--- src/rtl/lock_pkg.sv ---
// Shared encodings and elaboration-time helpers for the combination lock sequencer.
package lock_pkg;

   localparam int unsigned DIGIT_W = 4;

   localparam logic [2:0] S_IDLE    = 3'd0;
   localparam logic [2:0] S_ENTRY   = 3'd1;
   localparam logic [2:0] S_CHECK   = 3'd2;
   localparam logic [2:0] S_OPEN    = 3'd3;
   localparam logic [2:0] S_LOCKOUT = 3'd4;
   localparam logic [2:0] S_PROGRAM = 3'd5;

   // Bits needed to hold any value in 0..max_val (at least one bit).
   function automatic int unsigned width_for(input int unsigned max_val);
      int unsigned w;
      w = 1;
      for (int i = 1; i < 32; i++) begin
         if ((max_val >> i) != 0) w = i + 1;
      end
      return w;
   endfunction

   function automatic int unsigned max3(input int unsigned a, input int unsigned b,
                                        input int unsigned c);
      int unsigned m;
      m = (a > b) ? a : b;
      return (m > c) ? m : c;
   endfunction

endpackage

--- src/rtl/key_sync_edge.sv ---
// Pushbutton front end: two-flop synchronizer, level sampled only on tick for
// debounce, and a one-cycle press pulse on a sampled high-to-low transition.
module key_sync_edge (
   input  logic clk_i,
   input  logic rst_ni,
   input  logic tick_i,
   input  logic btn_ni,
   output logic press_o
);

   logic [1:0] sync_q;
   logic       samp_q;

   // Idle level of an active-low button is high, so reset there to avoid a phantom press.
   always_ff @(posedge clk_i) begin
      if (!rst_ni) begin
         sync_q <= 2'b11;
         samp_q <= 1'b1;
      end else begin
         sync_q <= {sync_q[0], btn_ni};
         if (tick_i) samp_q <= sync_q[1];
      end
   end

   assign press_o = tick_i & samp_q & ~sync_q[1];

endmodule

--- src/rtl/lock_controller.sv ---
// Combination lock sequencer: digit collection, verdict, fail counting with
// timed lockout, auto-relock and on-board re-programming of the combination.
module lock_controller
   import lock_pkg::*;
#(
   parameter int unsigned DIGITS        = 4,
   parameter logic [DIGIT_W*DIGITS-1:0] DEFAULT_COMBO = 16'h8421,
   parameter int unsigned TICK_DIV      = 50000,
   parameter int unsigned MAX_FAILS     = 3,
   parameter int unsigned LOCKOUT_TICKS = 10000,
   parameter int unsigned OPEN_TICKS    = 5000,
   parameter int unsigned ENTRY_TICKS   = 5000
) (
   input  logic       CLOCK_50,
   input  logic       RESET_N,
   input  logic [3:0] SW,
   input  logic       ENTER_N,
   input  logic       PROG_N,
   output logic       UNLOCK,
   output logic       LOCKED_OUT,
   output logic [2:0] STATE,
   output logic [3:0] DIGIT_CNT,
   output logic [2:0] FAIL_CNT,
   output logic [3:0] LAST_DIGIT
);

   localparam int unsigned CW   = DIGIT_W * DIGITS;
   localparam int unsigned TMAX = max3(LOCKOUT_TICKS, OPEN_TICKS, ENTRY_TICKS);
   localparam int unsigned TW   = width_for(TMAX);
   localparam int unsigned PW   = width_for(TICK_DIV - 1);

   logic [PW-1:0] presc_q, presc_d;
   logic [TW-1:0] timer_q, timer_d;
   logic [2:0]    state_q, state_d;
   logic [3:0]    digit_cnt_q, digit_cnt_d;
   logic [2:0]    fail_q, fail_d;
   logic [3:0]    last_q, last_d;
   logic [CW-1:0] entry_q, entry_d;
   logic [CW-1:0] shadow_q, shadow_d;
   logic [CW-1:0] combo_q, combo_d;
   logic [CW-1:0] entry_shift, shadow_shift;
   logic          tick, enter_press, prog_press, last_digit;

   assign tick    = (presc_q == PW'(TICK_DIV - 1));
   assign presc_d = tick ? '0 : presc_q + PW'(1);

   key_sync_edge u_enter (
      .clk_i   (CLOCK_50),
      .rst_ni  (RESET_N),
      .tick_i  (tick),
      .btn_ni  (ENTER_N),
      .press_o (enter_press)
   );

   key_sync_edge u_prog (
      .clk_i   (CLOCK_50),
      .rst_ni  (RESET_N),
      .tick_i  (tick),
      .btn_ni  (PROG_N),
      .press_o (prog_press)
   );

   assign entry_shift  = (entry_q << DIGIT_W) | CW'(SW);
   assign shadow_shift = (shadow_q << DIGIT_W) | CW'(SW);
   assign last_digit   = (digit_cnt_q == 4'(DIGITS - 1));

   always_comb begin
      state_d     = state_q;
      timer_d     = (tick && timer_q != TW'(TMAX)) ? timer_q + TW'(1) : timer_q;
      digit_cnt_d = digit_cnt_q;
      fail_d      = fail_q;
      last_d      = last_q;
      entry_d     = entry_q;
      shadow_d    = shadow_q;
      combo_d     = combo_q;

      case (state_q)
         S_IDLE: begin
            if (enter_press) begin
               entry_d     = entry_shift;
               last_d      = SW;
               digit_cnt_d = 4'd1;
               state_d     = (DIGITS == 1) ? S_CHECK : S_ENTRY;
            end
         end
         S_ENTRY: begin
            // A press on the timeout tick takes priority and restarts the timer.
            if (enter_press) begin
               entry_d     = entry_shift;
               last_d      = SW;
               digit_cnt_d = digit_cnt_q + 4'd1;
               timer_d     = '0;
               if (last_digit) state_d = S_CHECK;
            end else if (tick && timer_q == TW'(ENTRY_TICKS - 1)) begin
               digit_cnt_d = '0;
               state_d     = S_IDLE;
            end
         end
         S_CHECK: begin
            digit_cnt_d = '0;
            if (entry_q == combo_q) begin
               fail_d  = '0;
               state_d = S_OPEN;
            end else if (fail_q >= 3'(MAX_FAILS - 1)) begin
               fail_d  = 3'(MAX_FAILS);
               state_d = S_LOCKOUT;
            end else begin
               fail_d  = fail_q + 3'd1;
               state_d = S_IDLE;
            end
         end
         S_OPEN: begin
            if (prog_press) begin
               digit_cnt_d = '0;
               state_d     = S_PROGRAM;
            end else if (enter_press) begin
               state_d = S_IDLE;
            end else if (tick && timer_q == TW'(OPEN_TICKS - 1)) begin
               state_d = S_IDLE;
            end
         end
         S_LOCKOUT: begin
            if (tick && timer_q == TW'(LOCKOUT_TICKS - 1)) begin
               fail_d  = '0;
               state_d = S_IDLE;
            end
         end
         S_PROGRAM: begin
            // The live combination is only replaced once a full sequence is in.
            if (enter_press) begin
               shadow_d    = shadow_shift;
               last_d      = SW;
               timer_d     = '0;
               if (last_digit) begin
                  combo_d     = shadow_shift;
                  digit_cnt_d = '0;
                  state_d     = S_IDLE;
               end else begin
                  digit_cnt_d = digit_cnt_q + 4'd1;
               end
            end else if (tick && timer_q == TW'(ENTRY_TICKS - 1)) begin
               digit_cnt_d = '0;
               state_d     = S_IDLE;
            end
         end
         default: begin
            digit_cnt_d = '0;
            state_d     = S_IDLE;
         end
      endcase

      if (state_d != state_q) timer_d = '0;
   end

   always_ff @(posedge CLOCK_50) begin
      if (!RESET_N) begin
         presc_q     <= '0;
         timer_q     <= '0;
         state_q     <= S_IDLE;
         digit_cnt_q <= '0;
         fail_q      <= '0;
         last_q      <= '0;
         entry_q     <= '0;
         shadow_q    <= '0;
         combo_q     <= DEFAULT_COMBO;
      end else begin
         presc_q     <= presc_d;
         timer_q     <= timer_d;
         state_q     <= state_d;
         digit_cnt_q <= digit_cnt_d;
         fail_q      <= fail_d;
         last_q      <= last_d;
         entry_q     <= entry_d;
         shadow_q    <= shadow_d;
         combo_q     <= combo_d;
      end
   end

   assign UNLOCK     = (state_q == S_OPEN) || (state_q == S_PROGRAM);
   assign LOCKED_OUT = (state_q == S_LOCKOUT);
   assign STATE      = state_q;
   assign DIGIT_CNT  = digit_cnt_q;
   assign FAIL_CNT   = fail_q;
   assign LAST_DIGIT = last_q;

endmodule

--- config.mk ---
export PLATFORM = sky130hd
export DESIGN_NAME = lock_controller
export DESIGN_NICKNAME = d
export VERILOG_FILES = /design/src/rtl/lock_pkg.sv /design/src/rtl/key_sync_edge.sv /design/src/rtl/lock_controller.sv
export SDC_FILE = /design/constraint.sdc
export NUM_CORES = 1
export LEC_CHECK = 0
export CORE_UTILIZATION = 64
export CTS_CLUSTER_DIAMETER = 100
export DETAILED_ROUTE_END_ITERATION = 7
export PLACE_DENSITY = 0.85
export SYNTH_ARGS = -nofsm -noshare
export SYNTH_HDL_FRONTEND = slang
export SYNTH_HIERARCHICAL = 1
export SYNTH_SLANG_ARGS = --single-unit
--- constraint.sdc ---
create_clock -name CLOCK_50 -period 6.5 [get_ports CLOCK_50]
set_input_delay 1.3 -clock CLOCK_50 [delete_from_list [all_inputs] [get_ports CLOCK_50]]
set_output_delay 1.3 -clock CLOCK_50 [all_outputs]
set_load 0.02 [all_outputs]
After elaboration in Yosys (flattened, before gate mapping)
Index checks and enable logic that the tools add are counted.
Word-level totals
  flip-flop bits (word level): 94
  output and inout port bits: 16
  logic and storage cells: 86
Cells by class
  add/sub/neg operators: 4
  magnitude comparators: 1
  equality and inequality tests: 15
  mux-type cells: 26
  bitwise operators: 10
  reduce and logical (&&, ||, !) cells: 17
Operators by type and width (count)
  two-way mux 14 bit: 3
  two-way mux 3 bit: 14
  OR 16 x 4 -> 16 bit: 2
  two-way mux 4 bit: 6
  one-hot mux 4 bit (5 select lines): 1
  one-hot mux 3 bit (6 select lines): 1
  adder 16 x 1 -> 16 bit (second input constant): 1
  == test 16 bit: 1
  == test 16 bit (second input constant): 1
  adder 14 x 1 -> 14 bit (second input constant): 1
  == test 14 x 13 -> 1 bit (second input constant): 1
  == test 14 bit (second input constant): 1
  inequality test 14 bit (second input constant): 1
  AND reduction 2 bit: 4
  OR reduction 2 bit: 4
  == test 3 x 2 -> 1 bit (second input constant): 2
  == test 3 bit (second input constant): 2
  one-hot mux 3 bit (2 select lines): 1
  AND reduction 3 bit: 2
  adder 4 x 1 -> 4 bit (second input constant): 1
  bitwise AND 1 bit: 4
  == test 4 x 2 -> 1 bit (second input constant): 1
  inequality test 2 bit (second input constant): 2
  NOT 1 bit: 4
  10 further kinds: 12

Logic depth before layout (Yosys ltp)
Gate-level depths: netlist of run 1.
  depth in word-level cells: 8
  depth in mapped cells: 13
  mapped depth without buffers: 11

Hierarchy
Netlist of run 1, hierarchy kept.
Modules (own cells, without submodules)
  lock_controller: times used 1, cells an instance 483, area an instance 4076.4 sq um, seq. area each 1761.7 sq um
  key_sync_edge: times used 2, cells an instance 8, area an instance 96.3 sq um, seq. area each 60.1 sq um

Worst setup path after synthesis of run 1
Ideal clock, no wire load.
  path kind: register -> register
  start point: register presc_q[5]
  end point: register timer_q[10]
  data arrival time: 3432 ps
  data required time: 6422 ps
  setup slack: 2991 ps
  cell stages (with the launch flop): 12
  buffers on the path: 2
  period minus slack after synthesis: 3509 ps
  cells stage by stage: dfxtp_1 -> or4b_1 -> or4_1 -> buf_2 -> inv_1 -> and3b_2 -> nor3b_1 -> a21boi_0 -> a211o_1 -> o41a_1 -> buf_2 -> nor3_1
Between the ends
  cells in the longest elaborated chain, start to end: 8
  elaborated cells on any way between the ends: 21
  classes of those cells: eq/ne: 2; mux: 11; bitwise: 4; reduce/logical: 4
RTL lines
  from (decl): RTL line lock_controller.sv:32  | logic [PW-1:0] presc_q, presc_d;
  from (signal assigned): RTL line lock_controller.sv:167  | presc_q <= presc_d;
  == test 16 bit (*): RTL line lock_controller.sv:44  | assign tick = (presc_q == PW'(TICK_DIV - 1));
  net tick: RTL line lock_controller.sv:42  | logic tick, enter_press, prog_press, last_digit;
  bitwise AND 1 bit (*) (2 in series): RTL line key_sync_edge.sv:25  | assign press_o = tick_i & samp_q & ~sync_q[1];
  net enter_press: RTL line lock_controller.sv:42
  two-way mux 3 bit: RTL line lock_controller.sv:116  | end else if (enter_press) begin
  two-way mux 3 bit: RTL line lock_controller.sv:113  | if (prog_press) begin
  one-hot mux 3 bit (6 select lines): RTL line lock_controller.sv:77  | case (state_q)
  inequality test 3 bit: RTL line lock_controller.sv:152  | if (state_d != state_q) timer_d = '0;
  OR reduction 2 bit (no line)
  to (signal assigned): RTL line lock_controller.sv:168  | timer_q <= timer_d;
  to (decl): RTL line lock_controller.sv:33  | logic [TW-1:0] timer_q, timer_d;
The timed path passes the listed nets; every way through them passes the cells marked *.
A chain may end at the register's enable or synchronous reset.

Worst setup path after layout of run 1
  start point: register presc_q[4]
  end point: register timer_q[3]
The elaborated chain is that of the path after synthesis.

==> metrics.csv, run 1 <==
stage;metric;value;unit
route;Vias;3430;
power;Peak supply drop;180;µV
clock_tree;cts hold-fix bufs;0;
sta;Final Hold Fails;0;
yosys;synth warn;6;
floorplanning;Initial Util;66.8;%
place;Port Buffer Count;23;
yosys;top-count cell post-synth;nand2_1;
place;GP Congestion;0.847;
yosys;Avg Cell Area, Syn;8.56;µm²
worst_setup_path;worst r2r path cells;9;
sta;pins over their slew limit;0;
sta;Fin Setup TNS;0;ns
sta;min cycle time layout;4.22;ns
clock_tree;clk buf depth;2;
clock_tree;clk root buf;clkbuf_8;
yosys;Synth area leader;dfxtp_1;
sta;count of final setup violators;0;
route;Initial DRT Pass Iterations;5;
sta;Worst Skew;0.0161;ns
route;routed wire length;8.75;mm
global_routing;GRT Overall Usage;26.4;%
yosys;share of the synthesized area in the top cell type;44.1;%
finish;Finished Layout Cells;594;
floorplanning;DIE HEIGHT;83.7;µm
floorplanning;I/O pin count;24;
floorplanning;row count;29;
yosys;Syn Nets;512;
finish;Synth-to-Final Area Change;10.7;%
clock_tree;CTS Buf Count;9;
floorplanning;Chip Width;83.7;µm
worst_setup_path;Worst EP required;6.77;ns
job;Max-Cap Viols;0;
clock_tree;later-pin clock latency in the skew report;0.36;ns
sta;fin crit share;64.9;%
finish;number of antenna diodes;0;
finish;layout cells sized above 1;5.80;%
worst_setup_path;Crit Path Max Fanout;18;
power;pwr dens;209;nW/µm²
route;drt drc;0;
yosys;Async S/R FF share, synth;0;%
worst_setup_path;startpoint types;flop;
sta;achievable frequency;237;MHz
floorplanning;die footprint;7000;µm²
global_routing;GR Overflow Total;0;
yosys;post-synthesis instance area;4270;µm²
clock_tree;CTS sink cnt;94;
worst_setup_path;CP arrival;4.49;ns
yosys;Post-synth EDFFs;0;
clock_tree;clk slew on worst S/H paths;0.09;ns
worst_hold_path;Hold Crit Depth;1;
yosys;sequential-to-total area share from yosys stat;44.1;%
finish;Final nets;525;
clock_tree;htree depth;3;
global_routing;global-route wire length before repair;15.1;mm
sta;Worst-Margin Slew;0.995;ns
power;leakage;1.69;nW
yosys;#FFs+latches synth;94;
global_routing;pin count of the biggest net entering global routing;66;
sta;RSZ-0062 raised after global routing;no;
sta;Worst slew margin;33.4;%
clock_tree;CTS tree;done;
sta;WHS;0.426;ns
route;drt via density;5.77;
outcome;status;finished, final reports clean;
route;DR iter-0 viols;186;
yosys;Synth area leaders;dfxtp_1 (44%), nand2_1 (9.4%), a21boi_0 (7.4%);
yosys;library cells used by synthesis;49;
clock_tree;post-cts sizing count;0;
worst_hold_path;worst hold path class;reg -> reg;
global_routing;initial antenna violation count;0;
yosys;main flop type after synthesis;dfxtp_1;
floorplanning;core area;6390;µm²
clock_tree;total setup buffers inserted after CTS;0;
route;wire per inst;14.7;µm
yosys;Synth top cells by count;nand2_1 (107), dfxtp_1 (94), a21boi_0 (42);
worst_setup_path;Crit Path Category;reg -> reg;
route;Detail Route Antenna Nets;0;
global_routing;vias in the first global route;3318;
place;Inst Count DP;578;
worst_setup_path;Setup crit end kind;flop;
power;Design Power;0.987;mW
yosys;Post-Syn Instances;499;
place;HPWL after DPL;5.96;mm
==> metrics by stage <==
step	area [µm²]	worst slack, ns	utilization (%)
after detailed placement	4530	2.34	70.9
final	4730	2.28	74.0
after global routing	4730	1.95	74.0
after CTS	4730	2.27	74.0
after floorplan	4270	2.99	-
after global placement	4530	2.48	70.9
==> path summary, 6_finish.rpt <==
path / startpoint / end / slack, ns
max: presc_q[4] / timer_q[3] / 2.28
min: u_prog/sync_q[0] / u_prog/sync_q[1] / 0.43
max reg2reg: presc_q[4] / timer_q[3] / 2.28
min reg2reg: u_prog/sync_q[0] / u_prog/sync_q[1] / 0.43
==> per-layer routing <==
metal  vias up  wire length (µm)  GRT usage [%]
met5         -                 0              0
met1      1592              3970           34.4
met2       101              4150           43.3
met4         0                93           8.32
li1       1729                 -              -
met3         8               540           6.43
==> worst max-delay path: stages, from the launching register on <==
cell      delay (ns)
dfxtp_1         0.38
or4b_1          0.56
or4_1           0.69
inv_1           0.28
and3b_2         0.29
nor3b_2         0.82
a21boi_0        0.23
a211o_1         0.33
o41a_1          0.29
nor3_1          0.26
==> where the power goes <==
part	switching (mW)	internal, mW
clock	0.197	0.188
sequential	0.00186	0.578
combinational	0.0115	0.00975
total	0.211	0.776
==> area by class of cell <==
class | count | area [µm²]
clock buffer | 11 | 141
clock inverter | 5 | 58.8
fill | 465 | 1660
inverter | 9 | 33.8
multi-input combinational | 373 | 2270
sequential | 94 | 1880
tap | 77 | 96.3
timing repair buffer | 25 | 240
==> cells in the final DEF (no fill, tap or decap), types with 3 or more instances in the layout <==
master,n
and3_1,5
and4_1,3
a21boi_0,42
nor4bb_1,3
nand2_1,107
xnor2_1,9
nand2b_1,8
mux2i_1,9
clkdlybuf4s50_1,22
dfxtp_1,94
nor3_1,21
clkbuf_8,10
nor4_1,5
inv_1,9
nand3_1,16
ha_1,5
a21oi_1,3
and2_1,4
nor2_1,36
xor2_1,36
nor2b_1,8
o21ai_0,5
nand4_1,15
==> sequential cells by signal, summed over array words and instances, names as in the netlist <==
signal,count
DIGIT_CNT,4
FAIL_CNT,3
LAST_DIGIT,4
STATE,3
combo_q,16
entry_q,16
presc_q,16
shadow_q,12
timer_q,14
u_enter/samp_q,1
u_enter/sync_q,2
u_prog/samp_q,1
u_prog/sync_q,2
==> cell families (layout without fill, tap and decap cells) <==
logic type,after synthesis,after routing,synth area share (%)
fa+ha+maj,5,5,1.47
flops,94,94,44.1
simple gates,247,247,28.1
compound gates,67,67,12.1
xor+xnor,45,45,9.23
mux,9,9,2.11
buf+inv,32,50,2.90
(Power assumes the default switching activity.)
==> run 2, diff against run 1 <==
- CORE_UTILIZATION: 64 -> 53
- PLACE_DENSITY: 0.85 -> 0.75
- clock period: 6.5 -> 3.8 ns (I/O delays scaled with it)
==> run 2 against run 1 <==
- setup slack worse by 1.9 ns
- critical path depth up 1
- cell count grew 5.1%
- clock power up 69%
- sequential power is 71% higher
- combinational power up 74%
- first-iteration DRC count decreased by 15%
- power up 70%
- critical endpoint is now timer_q[1]
- largest power group unchanged
==> metrics.csv, run 2 (synthesized netlist as in run 1, its figures left out) <==
stage;metric;value;unit
floorplanning;core area;7770;µm²
worst_setup_path;startpoint types;flop;
route;Initial DRT Pass Iterations;5;
finish;most frequent cells in the layout;nand2_1 (107), dfxtp_1 (94), a21boi_0 (42);
power;sw frac;20.9;%
place;GP Congestion;0.821;
finish;Finished Layout Cells;624;
finish;most common cell after layout, fill and taps aside;nand2_1;
finish;layout cells sized above 1;6.32;%
clock_tree;clk buf depth;2;
clock_tree;clk root buf;clkbuf_8;
route;wire per inst;14.2;µm
floorplanning;die footprint;8420;µm²
sta;fin worst setup slack;0.365;ns
clock_tree;CTS Buf Count;9;
power;register share of total power;59.0;%
worst_setup_path;Crit Path Category;reg -> reg;
power;Clk network pwr share;38.8;%
route;drt via density;5.63;
worst_setup_path;Worst EP required;4.07;ns
power;Peak supply drop;173;µV
floorplanning;DIE HEIGHT;91.8;µm
clock_tree;total setup buffers inserted after CTS;0;
sta;Worst slew margin;52.6;%
floorplanning;row count;32;
worst_setup_path;worst r2r path cells;10;
global_routing;pin count of the biggest net entering global routing;34;
worst_hold_path;worst hold path startpoint;u_enter/sync_q[0];
worst_setup_path;Setup crit end kind;flop;
route;Detail Route Antenna Nets;0;
place;Port Buffer Count;23;
global_routing;GR Overflow Total;0;
job;Max-Cap Viols;0;
place;pre-CTS setup slack;0.395;ns
sta;Fin Setup TNS;0;ns
clock_tree;CTS sink cnt;94;
place;HPWL after DPL;6.10;mm
sta;pins over their slew limit;0;
worst_setup_path;reg2reg setup slack;0.36;ns
floorplanning;Initial Util;55.0;%
clock_tree;cts hold-fix bufs;0;
worst_setup_path;Critical R2R Launch;presc_q[5];
sta;RSZ-0062 raised after global routing;no;
global_routing;initial antenna violation count;0;
global_routing;global-route wire length before repair;15.3;mm
worst_hold_path;hold worst-path end;u_enter/sync_q[1];
clock_tree;CTS tree;done;
global_routing;GRT Overall Usage;22.7;%
clock_tree;later-pin clock latency in the skew report;0.36;ns
finish;post-layout util;61.6;%
outcome;status;finished, final reports clean;
worst_setup_path;FF-to-FF End;timer_q[1];
sta;Worst-Margin Slew;0.711;ns
worst_hold_path;Hold Crit Depth;1;
worst_setup_path;Critical Path Start;presc_q[5];
sta;Final Hold Fails;0;
place;Inst Count DP;608;
sta;achievable frequency;291;MHz
finish;Largest regs;combo_q (16), entry_q (16), presc_q (16);
clock_tree;htree depth;3;
worst_hold_path;worst hold path class;reg -> reg;
finish;number of antenna diodes;0;
sta;Worst Skew;0.0116;ns
floorplanning;I/O pin count;24;
route;routed wire length;8.87;mm
clock_tree;post-cts sizing count;0;
power;Gate power share;2.2;%
route;Vias;3511;
power;pwr dens;351;nW/µm²
route;DR iter-0 viols;158;
sta;fin crit share;90.4;%
power;Internal Dissipation;1.33;mW
power;NetSw;0.351;mW
power;leakage;1.71;nW
finish;Synth-to-Final Area Change;12.2;%
global_routing;vias in the first global route;3380;
sta;count of final setup violators;0;
finish;Final nets;530;
sta;min cycle time layout;3.44;ns
floorplanning;Chip Width;91.8;µm
route;drt drc;0;
clock_tree;clk slew on worst S/H paths;0.09;ns
worst_setup_path;Crit Path Max Fanout;14;
worst_setup_path;CP arrival;3.71;ns
run 2: routing by layer:
metal	up-vias	global-route usage, %	routed length, µm	share of wire (%)
met5	-	0	0	0
met4	0	9.90	150	1.7
met3	15	4.23	353	4.0
met2	76	37.7	4190	47
met1	1679	28.8	4180	47
li1	1741	-	-	-
run 2: worst max-delay path: stages, from the launching register on:
cell	delay [ns]
dfxtp_1	0.35
or4b_1	0.51
or4_1	0.59
inv_1	0.10
and3b_2	0.24
nor4bb_1	0.37
nor2_1	0.13
nor2_1	0.12
nor2_1	0.07
o41a_1	0.62
nor3_1	0.24
run 2: power groups by stage:
stage | sequential (mW) | combinational [mW] | clock, mW
final | 0.992 | 0.0371 | 0.651
after global routing | 0.993 | 0.0407 | 0.707
after CTS | 0.992 | 0.0377 | 0.667
after detailed placement | 1.02 | 0.0376 | 0
after global placement | 1.01 | 0.0371 | 0
after floorplan | 1.01 | 0.0221 | 0
run 2: per-stage QoR:
step / power, mW / instance area, µm² / hold slack (ns)
final: 1.68 / 4790 / 0.403
after global routing: 1.74 / 4790 / 0.415
after CTS: 1.70 / 4790 / 0.410
after detailed placement: 1.05 / 4600 / 0.402
after global placement: 1.05 / 4600 / 0.392
after floorplan: 1.04 / 4270 / 0.386
run 2: cell type report:
class	count	area (µm²)
Clock buffer	13	149
Clock inverter	3	43.8
Fill cell	691	2980
Inverter	9	33.8
Multi-Input combinational cell	373	2270
Sequential cell	94	1880
Tap cell	102	128
Timing Repair Buffer	30	278
run 2: how the worst max path moves through the flow:
stage / to / slack [ns] / cells after the start
floorplan: timer_q[10] / 0.29 / 11
global placement: timer_q[2] / 0.48 / 10
detailed placement: timer_q[7] / 0.39 / 10
CTS: timer_q[7] / 0.37 / 10
global route: timer_q[12] / 0.06 / 10
finish: timer_q[1] / 0.36 / 10
